### src/rtl/hedios_tx_arbiter.sv
// Round-robin arbiter sharing the HEDIOS TX packet queue between NUM_REQ producers.
// One packet per IDLE -> PUSH -> SETTLE pass; requester 0 may optionally override the rotation.
module hedios_tx_arbiter #(
    parameter int NUM_REQ = 4,
    parameter bit PRIO0   = 1'b0,
    localparam int GW     = $clog2(NUM_REQ)
) (
    input  logic                  clk,
    input  logic                  rst,
    input  logic [NUM_REQ-1:0]    req_valid,
    input  logic [NUM_REQ*8-1:0]  req_command,
    input  logic [NUM_REQ*32-1:0] req_data,
    output logic [NUM_REQ-1:0]    req_ready,
    input  logic                  queue_full,
    output logic                  push_packet,
    output logic [7:0]            packet_command,
    output logic [31:0]           packet_data,
    output logic [GW-1:0]         grant_id,
    output logic                  busy,
    output logic [15:0]           sent_count
);

    typedef enum logic [1:0] {IDLE, PUSH, SETTLE} state_t;

    state_t               state_reg, state_next;
    logic [GW-1:0]        rr_ptr_reg, rr_ptr_next;
    logic [GW-1:0]        grant_id_reg, grant_id_next;
    logic [NUM_REQ-1:0]   req_ready_reg, req_ready_next;
    logic                 push_reg, push_next;
    logic [7:0]           cmd_reg, cmd_next;
    logic [31:0]          data_reg, data_next;
    logic                 busy_reg, busy_next;
    logic [15:0]          count_reg, count_next;

    logic [7:0]           slot_cmd  [NUM_REQ];
    logic [31:0]          slot_data [NUM_REQ];
    logic [GW-1:0]        win;

    genvar gi;
    generate
        for (gi = 0; gi < NUM_REQ; gi++) begin : g_slot
            assign slot_cmd[gi]  = req_command[gi*8 +: 8];
            assign slot_data[gi] = req_data[gi*32 +: 32];
        end
    endgenerate

    // Scan from the farthest offset back to rr_ptr so the nearest valid slot wins last.
    always_comb begin
        int            idx;
        logic [GW-1:0] idx_w;
        win   = '0;
        idx   = 0;
        idx_w = '0;
        for (int k = NUM_REQ - 1; k >= 0; k--) begin
            idx   = (int'(rr_ptr_reg) + k) % NUM_REQ;
            idx_w = GW'(idx);
            if (req_valid[idx_w]) begin
                win = idx_w;
            end
        end
        if (PRIO0 && req_valid[0]) begin
            win = '0;
        end
    end

    always_comb begin
        state_next     = state_reg;
        rr_ptr_next    = rr_ptr_reg;
        grant_id_next  = grant_id_reg;
        req_ready_next = '0;
        push_next      = 1'b0;
        cmd_next       = cmd_reg;
        data_next      = data_reg;
        count_next     = count_reg;
        case (state_reg)
            IDLE: begin
                if ((|req_valid) && !queue_full) begin
                    cmd_next       = slot_cmd[win];
                    data_next      = slot_data[win];
                    grant_id_next  = win;
                    req_ready_next = NUM_REQ'(1) << win;
                    push_next      = 1'b1;
                    rr_ptr_next    = GW'((int'(win) + 1) % NUM_REQ);
                    state_next     = PUSH;
                end
            end
            PUSH: begin
                count_next = count_reg + 16'd1;
                state_next = SETTLE;
            end
            // Dead cycle: lets queue_full reflect the push before the next grant.
            SETTLE: state_next = IDLE;
            default: state_next = IDLE;
        endcase
        busy_next = (state_next != IDLE);
    end

    always_ff @(posedge clk) begin
        if (!rst) begin
            state_reg     <= IDLE;
            rr_ptr_reg    <= '0;
            grant_id_reg  <= '0;
            req_ready_reg <= '0;
            push_reg      <= 1'b0;
            cmd_reg       <= '0;
            data_reg      <= '0;
            busy_reg      <= 1'b0;
            count_reg     <= '0;
        end else begin
            state_reg     <= state_next;
            rr_ptr_reg    <= rr_ptr_next;
            grant_id_reg  <= grant_id_next;
            req_ready_reg <= req_ready_next;
            push_reg      <= push_next;
            cmd_reg       <= cmd_next;
            data_reg      <= data_next;
            busy_reg      <= busy_next;
            count_reg     <= count_next;
        end
    end

    assign req_ready      = req_ready_reg;
    assign push_packet    = push_reg;
    assign packet_command = cmd_reg;
    assign packet_data    = data_reg;
    assign grant_id       = grant_id_reg;
    assign busy           = busy_reg;
    assign sent_count     = count_reg;

endmodule

### config.mk
export PLATFORM = sky130hd
export DESIGN_NAME = hedios_tx_arbiter
export DESIGN_NICKNAME = d
export VERILOG_FILES = /design/src/rtl/hedios_tx_arbiter.sv
export SDC_FILE = /design/constraint.sdc
export NUM_CORES = 1
export LEC_CHECK = 0
export BUFFER_PORTS_ARGS = -buffer_cell sky130_fd_sc_hd__buf_2
export CAP_MARGIN = 20
export CORE_MARGIN = 2
export CORE_UTILIZATION = 30
export CTS_CLUSTER_DIAMETER = 40
export CTS_CLUSTER_SIZE = 20
export DETAILED_ROUTE_END_ITERATION = 7
export SYNTH_ARGS = -nofsm -noshare
export SYNTH_HDL_FRONTEND = slang
export SYNTH_SLANG_ARGS = --single-unit
### constraint.sdc
create_clock -name clk -period 2 [get_ports clk]
set_input_delay 0.1 -clock clk [delete_from_list [all_inputs] [get_ports clk]]
set_output_delay 0.1 -clock clk [all_outputs]
set_load 0.03 [all_outputs]
Yosys cells after proc, flatten, opt, wreduce, memory -nomap -nowiden:

Cells that the tools add are included.

* eq/ne operators: 1
* order comparisons: 5
* multiplexer cells: 21
* reductions and logical operators: 8
* add/subtract/negate cells: 5
* shift operators: 1
* bitwise gates (word level): 1

Operators with widths (count)
* binary-select mux 32 bit (select 2 bit): 1
* two-way mux 32 bit: 2
* adder 16 x 1 -> 16 bit, second input constant: 1
* binary-select mux 8 bit (select 2 bit): 1
* two-way mux 8 bit: 2
* less-than comparator 2 x 3 -> 1 bit, second input constant: 4
* two-way mux 2 bit: 5
* binary-select mux 1 bit (select 2 bit): 4
* two-way mux 1 bit: 5
* adder 2 x 1 -> 2 bit, second input constant: 2
* adder 2 bit, second input constant: 2
* case mux 2 bit (2 select lines): 1
* AND reduction 2 bit: 2
* OR reduction 4 bit: 1
* << shifter 1 x 2 -> 4 bit, first input constant: 1
* >= comparator 3 bit, second input constant: 1
* NOT 2 -> 3 bit: 1
* AND reduction 3 bit: 1
* equality test 2 x 1 -> 1 bit, second input constant: 1
* zero test 2 bit: 1
* nonzero test 2 bit: 1
* logical AND 1 bit: 1
* zero test 1 bit: 1

* bits in registers: 68
* output and inout port bits: 64
* input port bits: 167
* logic and storage cells: 51

Depth between registers and ports, before layout:

Gate-level depths: netlist (run 1).

* word-level depth: 11
* mapped depth: 8
* gate-level depth less buffers: 5

Worst setup path after synthesis (run 1):

Ideal clock, no wire load.

* kind: reg-to-reg
* start: register rr_ptr_reg[1]
* end: register data_reg[10] (netlist: packet_data[10])
* cell stages (with the launch flop): 9
* slack: 272 ps
* setup time: 129 ps
* path buffers: 3
* arrival time: 1599 ps
* cells stage by stage: dfxtp_1 a21o_1 a21oi_1 o22a_1 buf_2 buf_4 buf_2 mux2i_1 o221ai_2

* word-level cells in the longest chain between the ends: 11

RTL lines
* from (decl): RTL line 26 `logic [GW-1:0] rr_ptr_reg, rr_ptr_next;`
* from (signal assigned): RTL line 111 `rr_ptr_reg <= rr_ptr_next;`
* adder 2 bit: RTL line 55 `idx = (int'(rr_ptr_reg) + k) % NUM_REQ;`
* binary-select mux 1 bit (select 2 bit): RTL line 57 `if (req_valid[idx_w]) begin`
* two-way mux 1 bit (not written as such): RTL line 57
* two-way mux 2 bit (3 in series): RTL line 57
* two-way mux 2 bit *: RTL line 57
* NOT 2 -> 3 bit (not written as such) *: RTL line 79 `data_next = slot_data[win];`
* binary-select mux 32 bit (select 2 bit) *: RTL line 79
* two-way mux 32 bit (not written as such) * (2 in series): RTL line 79
* to (signal assigned): RTL line 116 `data_reg <= data_next;`
* to (decl): RTL line 31 `logic [31:0] data_reg, data_next;`

Every way passes the cells marked *; elsewhere a longest branch is shown, timed or not. The select of a mux whose other input is x is not followed.
A chain may end at the register's enable or synchronous reset.

Worst setup path in the final report (run 1):

* start: register rr_ptr_reg[1]
* end: register data_reg[19] (netlist: packet_data[19])

Same word-level chain as after synthesis.

==> results of run 1 <==
## cell families (layout without fill, tap and decap cells)
logic type,count (synthesis),in the layout,share of synthesized area
buf+inv,31,264,0.05552
mux,83,83,0.2248
simple gates,96,96,0.1259
xor+xnor,13,13,0.03081
fa+ha+maj,1,1,0.003385
compound gates,57,57,0.1913
flops,68,68,0.3683
## power by group through the flow
stage,Clock (W),Combinational [W],Sequential [W]
floorplan,0,0.000565,0.00177
global route,0.00175,0.00125,0.00154
detailed placement,0,0.00117,0.00156
global placement,0,0.00115,0.00155
CTS,0.00170,0.00118,0.00153
finish,0.00164,0.00116,0.00153
## layer usage
| metal | global-route usage | vias up | wire [um] |
|---|---|---|---|
| li1 | - | 1742 | - |
| met1 | 0.1701 | 1608 | 4130 |
| met3 | 0.03479 | 7 | 629 |
| met4 | 0.05703 | 0 | 110 |
| met2 | 0.2933 | 117 | 5548 |
| met5 | 0 | - | 0 |
## how the worst max path moves through the flow
stage,cells past startpoint,end,slack [ns],startpoint
after floorplan,8,packet_data[10]$_SDFFE_PN0P_,0.27,rr_ptr_reg[1]$_SDFFE_PN0P_
after global placement,6,packet_data[13]$_SDFFE_PN0P_,0.35,rr_ptr_reg[1]$_SDFFE_PN0P_
after detailed placement,6,packet_data[9]$_SDFFE_PN0P_,0.28,rr_ptr_reg[1]$_SDFFE_PN0P_
after CTS,6,packet_data[9]$_SDFFE_PN0P_,0.27,rr_ptr_reg[1]$_SDFFE_PN0P_
after global routing,4,sent_count[8]$_SDFFE_PN0P_,0.17,state_reg[0]$_SDFF_PN0_
final,6,packet_data[19]$_SDFFE_PN0P_,0.29,rr_ptr_reg[1]$_SDFFE_PN0P_
## stage by stage
stage / setup slack, ns / power, W / cell area (um^2)
2_1_floorplan: 0.2721 / 0.002334 / 3696
6_report: 0.2932 / 0.004319 / 5334
3_5_place_dp: 0.2825 / 0.002730 / 5024
3_3_place_gp: 0.3450 / 0.002705 / 5024
4_1_cts: 0.2731 / 0.004401 / 5334
5_1_grt: 0.1689 / 0.004541 / 5334
## worst reg2reg max path, stage by stage (launching register included)
cell and delay, ns:
dfxtp_1 0.31, a21o_1 0.15, a21oi_1 0.19, o22a_4 0.20, buf_12 0.25, mux2i_1 0.36, o221ai_2 0.12
## layout make-up
cell class	count	area, um^2
clock inverter	6	71.32
multi-input combinational	250	2148
tap	147	183.9
clock buffer	10	239.0
timing repair buffer	243	1311
inverter	5	18.77
fill	1174	6678
sequential	68	1361
## layout by cell type (no fill, tap or decap), drive strengths merged, types with 4 or more instances in the layout
master  Yosys  layout
and3        4       4
xor2        4       4
clkbuf      6      10
a21oi       4       4
o21ai       5       5
o221ai     40      40
dfxtp      68      68
nand2      48      48
inv         5       7
mux2i      83      83
nor2b       6       6
and2       15      15
xnor2       9       9
buf        20     243
nor2        6       6
==> flow_metrics.py, run 1 <==
metrics = {
    "global_routing": {
        "grt.overflow.total": 0,
        "track_usage": 0.1558,
        "grt_pass1_wl_um": 16340,
        "antenna_found_initial": 0,
        "grt_max_degree": 45,
        "grt_pass1_vias": 3601,
    },
    "detailed_routing": {
        "viasPerCell": 4.765,
        "drt_first_pass_iters": 4,
        "wl_per_cell_um": 14.29,
        "ant_nets": 0,
        "wl_um": 10420,
        "vias": 3474,
        "drc": 0,
        "drtIter0Drc": 117,
    },
    "sta": {
        "layout_min_cycle_time_ns": 1.707,
        "fmax_mhz": 585.9,
        "rsz0062_at_grt": "no",
        "final-setup-viol-count": 0,
        "hold_viol": 0,
        "setup_tns_ns": 0,
        "drv_slew": 0,
        "max_slew_margin": 0.7578,
        "worst_slew_pin_slew_ns": 0.3633,
        "finalClockSkew_ns": 0.002882,
        "finalCritPeriodShare": 0.8534,
        "whs_ns": 0.08215,
    },
    "synth": {
        "synth_most_common_cell": "mux2i_1",
        "async_flop_share": 0,
        "syn_area_um2": 3696,
        "synth_fp_nets": 517,
        "synth-seq-cells": 68,
        "ys_seq_area_frac": 0.3683,
        "synthFlopType": "dfxtp_1",
        "synthDistinctLibCells": 37,
        "syn_area_per_cell_um2": 10.59,
        "yosysTopAreaCell": "dfxtp_1",
        "synthCells": 349,
        "synth_top_cells_by_area": "dfxtp_1 37%, mux2i_1 22%, o221ai_2 15%, nand2_1 4.8%, and2_1 2.4%",
        "synth_common_cells": "83 x mux2i_1, 68 x dfxtp_1, 47 x nand2_1",
        "synth_edf_count": 0,
        "yosysWarnings": 0,
        "synth_top_area_frac": 0.3683,
    },
    "worst_setup_path": {
        "crit_type": "register to register",
        "arrival_ns": 1.91,
        "critical-path-top-delay-family": "compound AO/OA/AOI/OAI gates",
        "timing.rr.end": "packet_data[19]$_SDFFE_PN0P_",
        "cpPeakStageDelay_ns": 0.31,
        "r2r_slack_ns": 0.29,
        "crit_buf_inv": 1,
        "startpoint_type": "register",
        "worstReg2RegStart": "rr_ptr_reg[1]$_SDFFE_PN0P_",
        "slowest_stage": "dfxtp_1",
        "crit_required_ns": 2.21,
        "crit_chain": "a21o_1 -> a21oi_1 -> o22a_4 -> buf_12 -> mux2i_1 -> o221ai_2",
        "crit_path_max_fanout": 44,
        "crit_path_end_kind": "register",
        "reg2reg_depth": 6,
    },
    "clock_tree": {
        "postCtsSetupRepairBufs": 0,
        "cts_tree": "yes",
        "root_buffer": "clkbuf_16",
        "cts-buffers-inserted": 9,
        "clock-sinks": 68,
        "clk_latency_ns": 0.33,
        "hold_buffers": 0,
        "cts_max_path_buffers": 2,
        "path_clk_slew_ns": 0.06,
        "post_cts_resize_count": 0,
        "h-tree-depth": 3,
    },
    "placement": {
        "placedCellCount": 713,
        "dp_hpwl_um": 7817,
        "port_buffers": 230,
        "place_congestion": 0.7211,
    },
    "floorplan": {
        "die_area_um2": 13220,
        "die_w_um": 115.0,
        "std_cell_rows": 40,
        "die_h_um": 115.0,
        "core_area_um2": 12010,
        "top_level_ports": 231,
        "start_util": 0.3077,
    },
    "pwr": {
        "power.share.switching": 0.3099,
        "clockPowerShare": 0.379,
        "ir_drop_mv": 0.3304,
        "power_frac_seq": 0.354,
        "power_density_nw_per_um2": 809.8,
        "p_sw_w": 0.001339,
        "p_int_w": 0.002981,
        "combPwrFrac": 0.268,
        "total_leakage_power_nw": 2.536,
    },
    "finish": {
        "fin_cells": 729,
        "nNetsFinal": 745,
        "largest_reg_flops": 32,
        "final_util": 0.4441,
        "n_antenna_cell": 0,
        "layout-drive-gt1-share": 0.5223,
        "area_growth_pct": 44.31,
    },
    "hold_path": {
        "hold_end": "packet_command[3]$_SDFFE_PN0P_",
        "min_from": "req_command[11]",
        "whs_path_depth": 3,
        "min_path_type": "input port to register",
    },
    "outcome": {
        "status": "finished clean",
    },
    "run": {
        "drv_cap": 0,
    },
}
Power figures use the tool's default switching activity.
==> run 2, diff against run 1 <==
--- a/config.mk
+++ b/config.mk
@@ -12,6 +12,8 @@
 export CTS_CLUSTER_DIAMETER = 40
 export CTS_CLUSTER_SIZE = 20
 export DETAILED_ROUTE_END_ITERATION = 7
+export RECOVER_POWER = 25
+export SLEW_MARGIN = 20
 export SYNTH_ARGS = -nofsm -noshare
 export SYNTH_HDL_FRONTEND = slang
 export SYNTH_SLANG_ARGS = --single-unit
==> constraint.sdc (replaced) <==
create_clock -name clk -period 1.6 [get_ports clk]
set_input_delay 0.08 -clock clk [delete_from_list [all_inputs] [get_ports clk]]
set_output_delay 0.08 -clock clk [all_outputs]
set_load 0.03 [all_outputs]
==> run 2 against run 1 <==
The flow now finishes with violations (negative setup slack); combinational power grew 99%; clock skew grew 0.0018 ns; final cell count grew 4.5%; sequential power grew 25%; count of clock-buffer cells in the layout shrank 1; global-route usage grew 2.5 points; total power grew 40%; sequential share of layout area shrank 4.6 points; maximum frequency grew 1.0%; clock power grew 9.8%.
==> flow_metrics.py, run 2 (synthesized netlist as in run 1, its figures left out) <==
metrics = {
    "outcome": {
        "status": "finished, violations left",
        "violations": "negative setup slack",
    },
    "clock_tree": {
        "path_clk_slew_ns": 0.06,
        "clk_latency_ns": 0.33,
        "cts_max_path_buffers": 2,
        "cts_tree": "yes",
        "clock-sinks": 68,
        "cts-buffers-inserted": 9,
        "h-tree-depth": 3,
        "root_buffer": "clkbuf_16",
        "hold_buffers": 0,
    },
    "sta": {
        "max_slew_margin": 0.6115,
        "fmax_mhz": 592.0,
        "setup_slack_ns": -0.08910,
        "drv_slew": 0,
        "final-setup-viol-count": 42,
        "finalCritPeriodShare": 1.056,
        "setup_tns_ns": -2.461,
        "rsz0062_at_grt": "yes",
        "worst_slew_pin_slew_ns": 0.5815,
        "layout_min_cycle_time_ns": 1.689,
        "hold_viol": 0,
        "finalClockSkew_ns": 0.004688,
    },
    "worst_setup_path": {
        "crit_required_ns": 1.86,
        "crit_buf_inv": 4,
        "startpoint_type": "register",
        "arrival_ns": 1.94,
        "reg2reg_depth": 9,
        "crit_path_max_fanout": 9,
        "crit_type": "register to register",
        "crit_chain": "nand2b_4 -> nor2b_4 -> o22a_4 -> buf_6 -> buf_12 -> buf_16 -> buf_6 -> xnor2_2 -> a21oi_1",
        "crit_path_end_kind": "register",
        "critical-path-top-delay-family": "buffers and inverters",
        "worstReg2RegStart": "rr_ptr_reg[0]$_SDFFE_PN0P_",
        "r2r_slack_ns": -0.09,
        "path_common_cell": "buf_6",
        "timing.rr.end": "rr_ptr_reg[1]$_SDFFE_PN0P_",
        "cpPeakStageDelay_ns": 0.32,
        "slowest_stage": "dfxtp_2",
    },
    "floorplan": {
        "die_area_um2": 13220,
        "die_h_um": 115.0,
        "std_cell_rows": 40,
        "core_area_um2": 12010,
        "die_w_um": 115.0,
        "top_level_ports": 231,
        "start_util": 0.3077,
    },
    "finish": {
        "final_util": 0.5438,
        "seqCellArea_um2": 1366,
        "largest_reg_flops": 32,
        "fill_cells": 1051,
        "nNetsFinal": 779,
        "mostFrequentLayoutCells": "208 x buf_2, 64 x dfxtp_1, 47 x nand2_1",
        "area_growth_pct": 76.71,
        "final_common_cell": "buf_2",
        "multiInputGateArea_um2": 2820,
        "layout-drive-gt1-share": 0.6341,
        "n_antenna_cell": 0,
    },
    "hold_path": {
        "hold_end": "packet_command[2]$_SDFFE_PN0P_",
        "whs_path_depth": 3,
        "min_path_type": "input port to register",
        "min_from": "req_command[26]",
    },
    "detailed_routing": {
        "wl_um": 12700,
        "drtIter0Drc": 179,
        "drc": 0,
        "vias": 3777,
        "wl_per_cell_um": 16.66,
        "ant_nets": 0,
        "viasPerCell": 4.957,
        "drt_first_pass_iters": 5,
    },
    "run": {
        "drv_cap": 0,
    },
    "pwr": {
        "ir_drop_mv": 0.4443,
        "total_leakage_power_nw": 2.757,
        "power_density_nw_per_um2": 922.6,
    },
    "global_routing": {
        "grt.overflow.total": 0,
        "grt_pass1_vias": 3868,
        "track_usage": 0.1807,
        "antenna_found_initial": 0,
        "grt_pass1_wl_um": 18440,
        "grt_max_degree": 24,
    },
    "placement": {
        "dp_hpwl_um": 8025,
        "port_buffers": 230,
        "place_congestion": 0.7520,
    },
}
## run 2: metal layers
metal  vias up  wire, um  GRT usage
met2       153      6733     0.3369
met3        22       842    0.04323
met1      1775      4881     0.2013
li1       1827         -          -
met4         0       238    0.05863
met5         -         0          0
## run 2: worst max path at each step
stage,endpoint,startpoint,slack [ns],cells after the start
floorplan,packet_data[13]$_SDFFE_PN0P_,rr_ptr_reg[1]$_SDFFE_PN0P_,-0.01,8
global placement,packet_data[22]$_SDFFE_PN0P_,req_valid[1],-0.11,8
detailed placement,packet_data[23]$_SDFFE_PN0P_,rr_ptr_reg[0]$_SDFFE_PN0P_,-0.18,6
CTS,packet_data[31]$_SDFFE_PN0P_,rr_ptr_reg[0]$_SDFFE_PN0P_,-0.10,8
global route,packet_data[24]$_SDFFE_PN0P_,rr_ptr_reg[0]$_SDFFE_PN0P_,-0.14,8
finish,rr_ptr_reg[1]$_SDFFE_PN0P_,rr_ptr_reg[0]$_SDFFE_PN0P_,-0.09,9
## run 2: cell type report
| cell class | instances | share of cell area |
|---|---|---|
| inverters | 5 | 0.002874 |
| flip-flops and latches | 68 | 0.2092 |
| well taps | 147 | 0.02816 |
| repair buffers | 276 | 0.2870 |
| clock buffers | 9 | 0.03448 |
| clock inverters | 6 | 0.006513 |
| multi-input cells | 251 | 0.4318 |
## run 2: through the flow
step           hold slack, ns  cell area, um^2  std cells  worst slack [ns]  power, W
6_report              0.03871             6531        762          -0.08910  0.006026
3_3_place_gp           0.3915             5126        724           -0.1079  0.003417
2_1_floorplan          0.2160             3746        349          -0.01376  0.002953
5_1_grt               0.03873             6531        762           -0.1415  0.006295
4_1_cts               0.02492             6267        760           -0.1035  0.005930
3_5_place_dp           0.4047             5126        724           -0.1829  0.003453
## run 2: worst min-delay path, stage by stage
cell and delay (ns):
buf_2 0.08, mux2i_2 0.06, o221ai_2 0.11
## run 2: repair_timing
item / 4_1_cts / 5_1_grt
buffers inserted: 9 / 2
cloned: 12 / 0
endpoints found under the setup margin: 46 / 49
resized for setup: 98 / 44
pin swaps: 33 / 6
## run 2: power breakdown
| part | switching [W] | internal [W] | total, W |
|---|---|---|---|
| registers | 0.0000751 | 0.00184 | 0.00192 |
| logic | 0.00111 | 0.00120 | 0.00231 |
| clock network | 0.000760 | 0.00104 | 0.00180 |
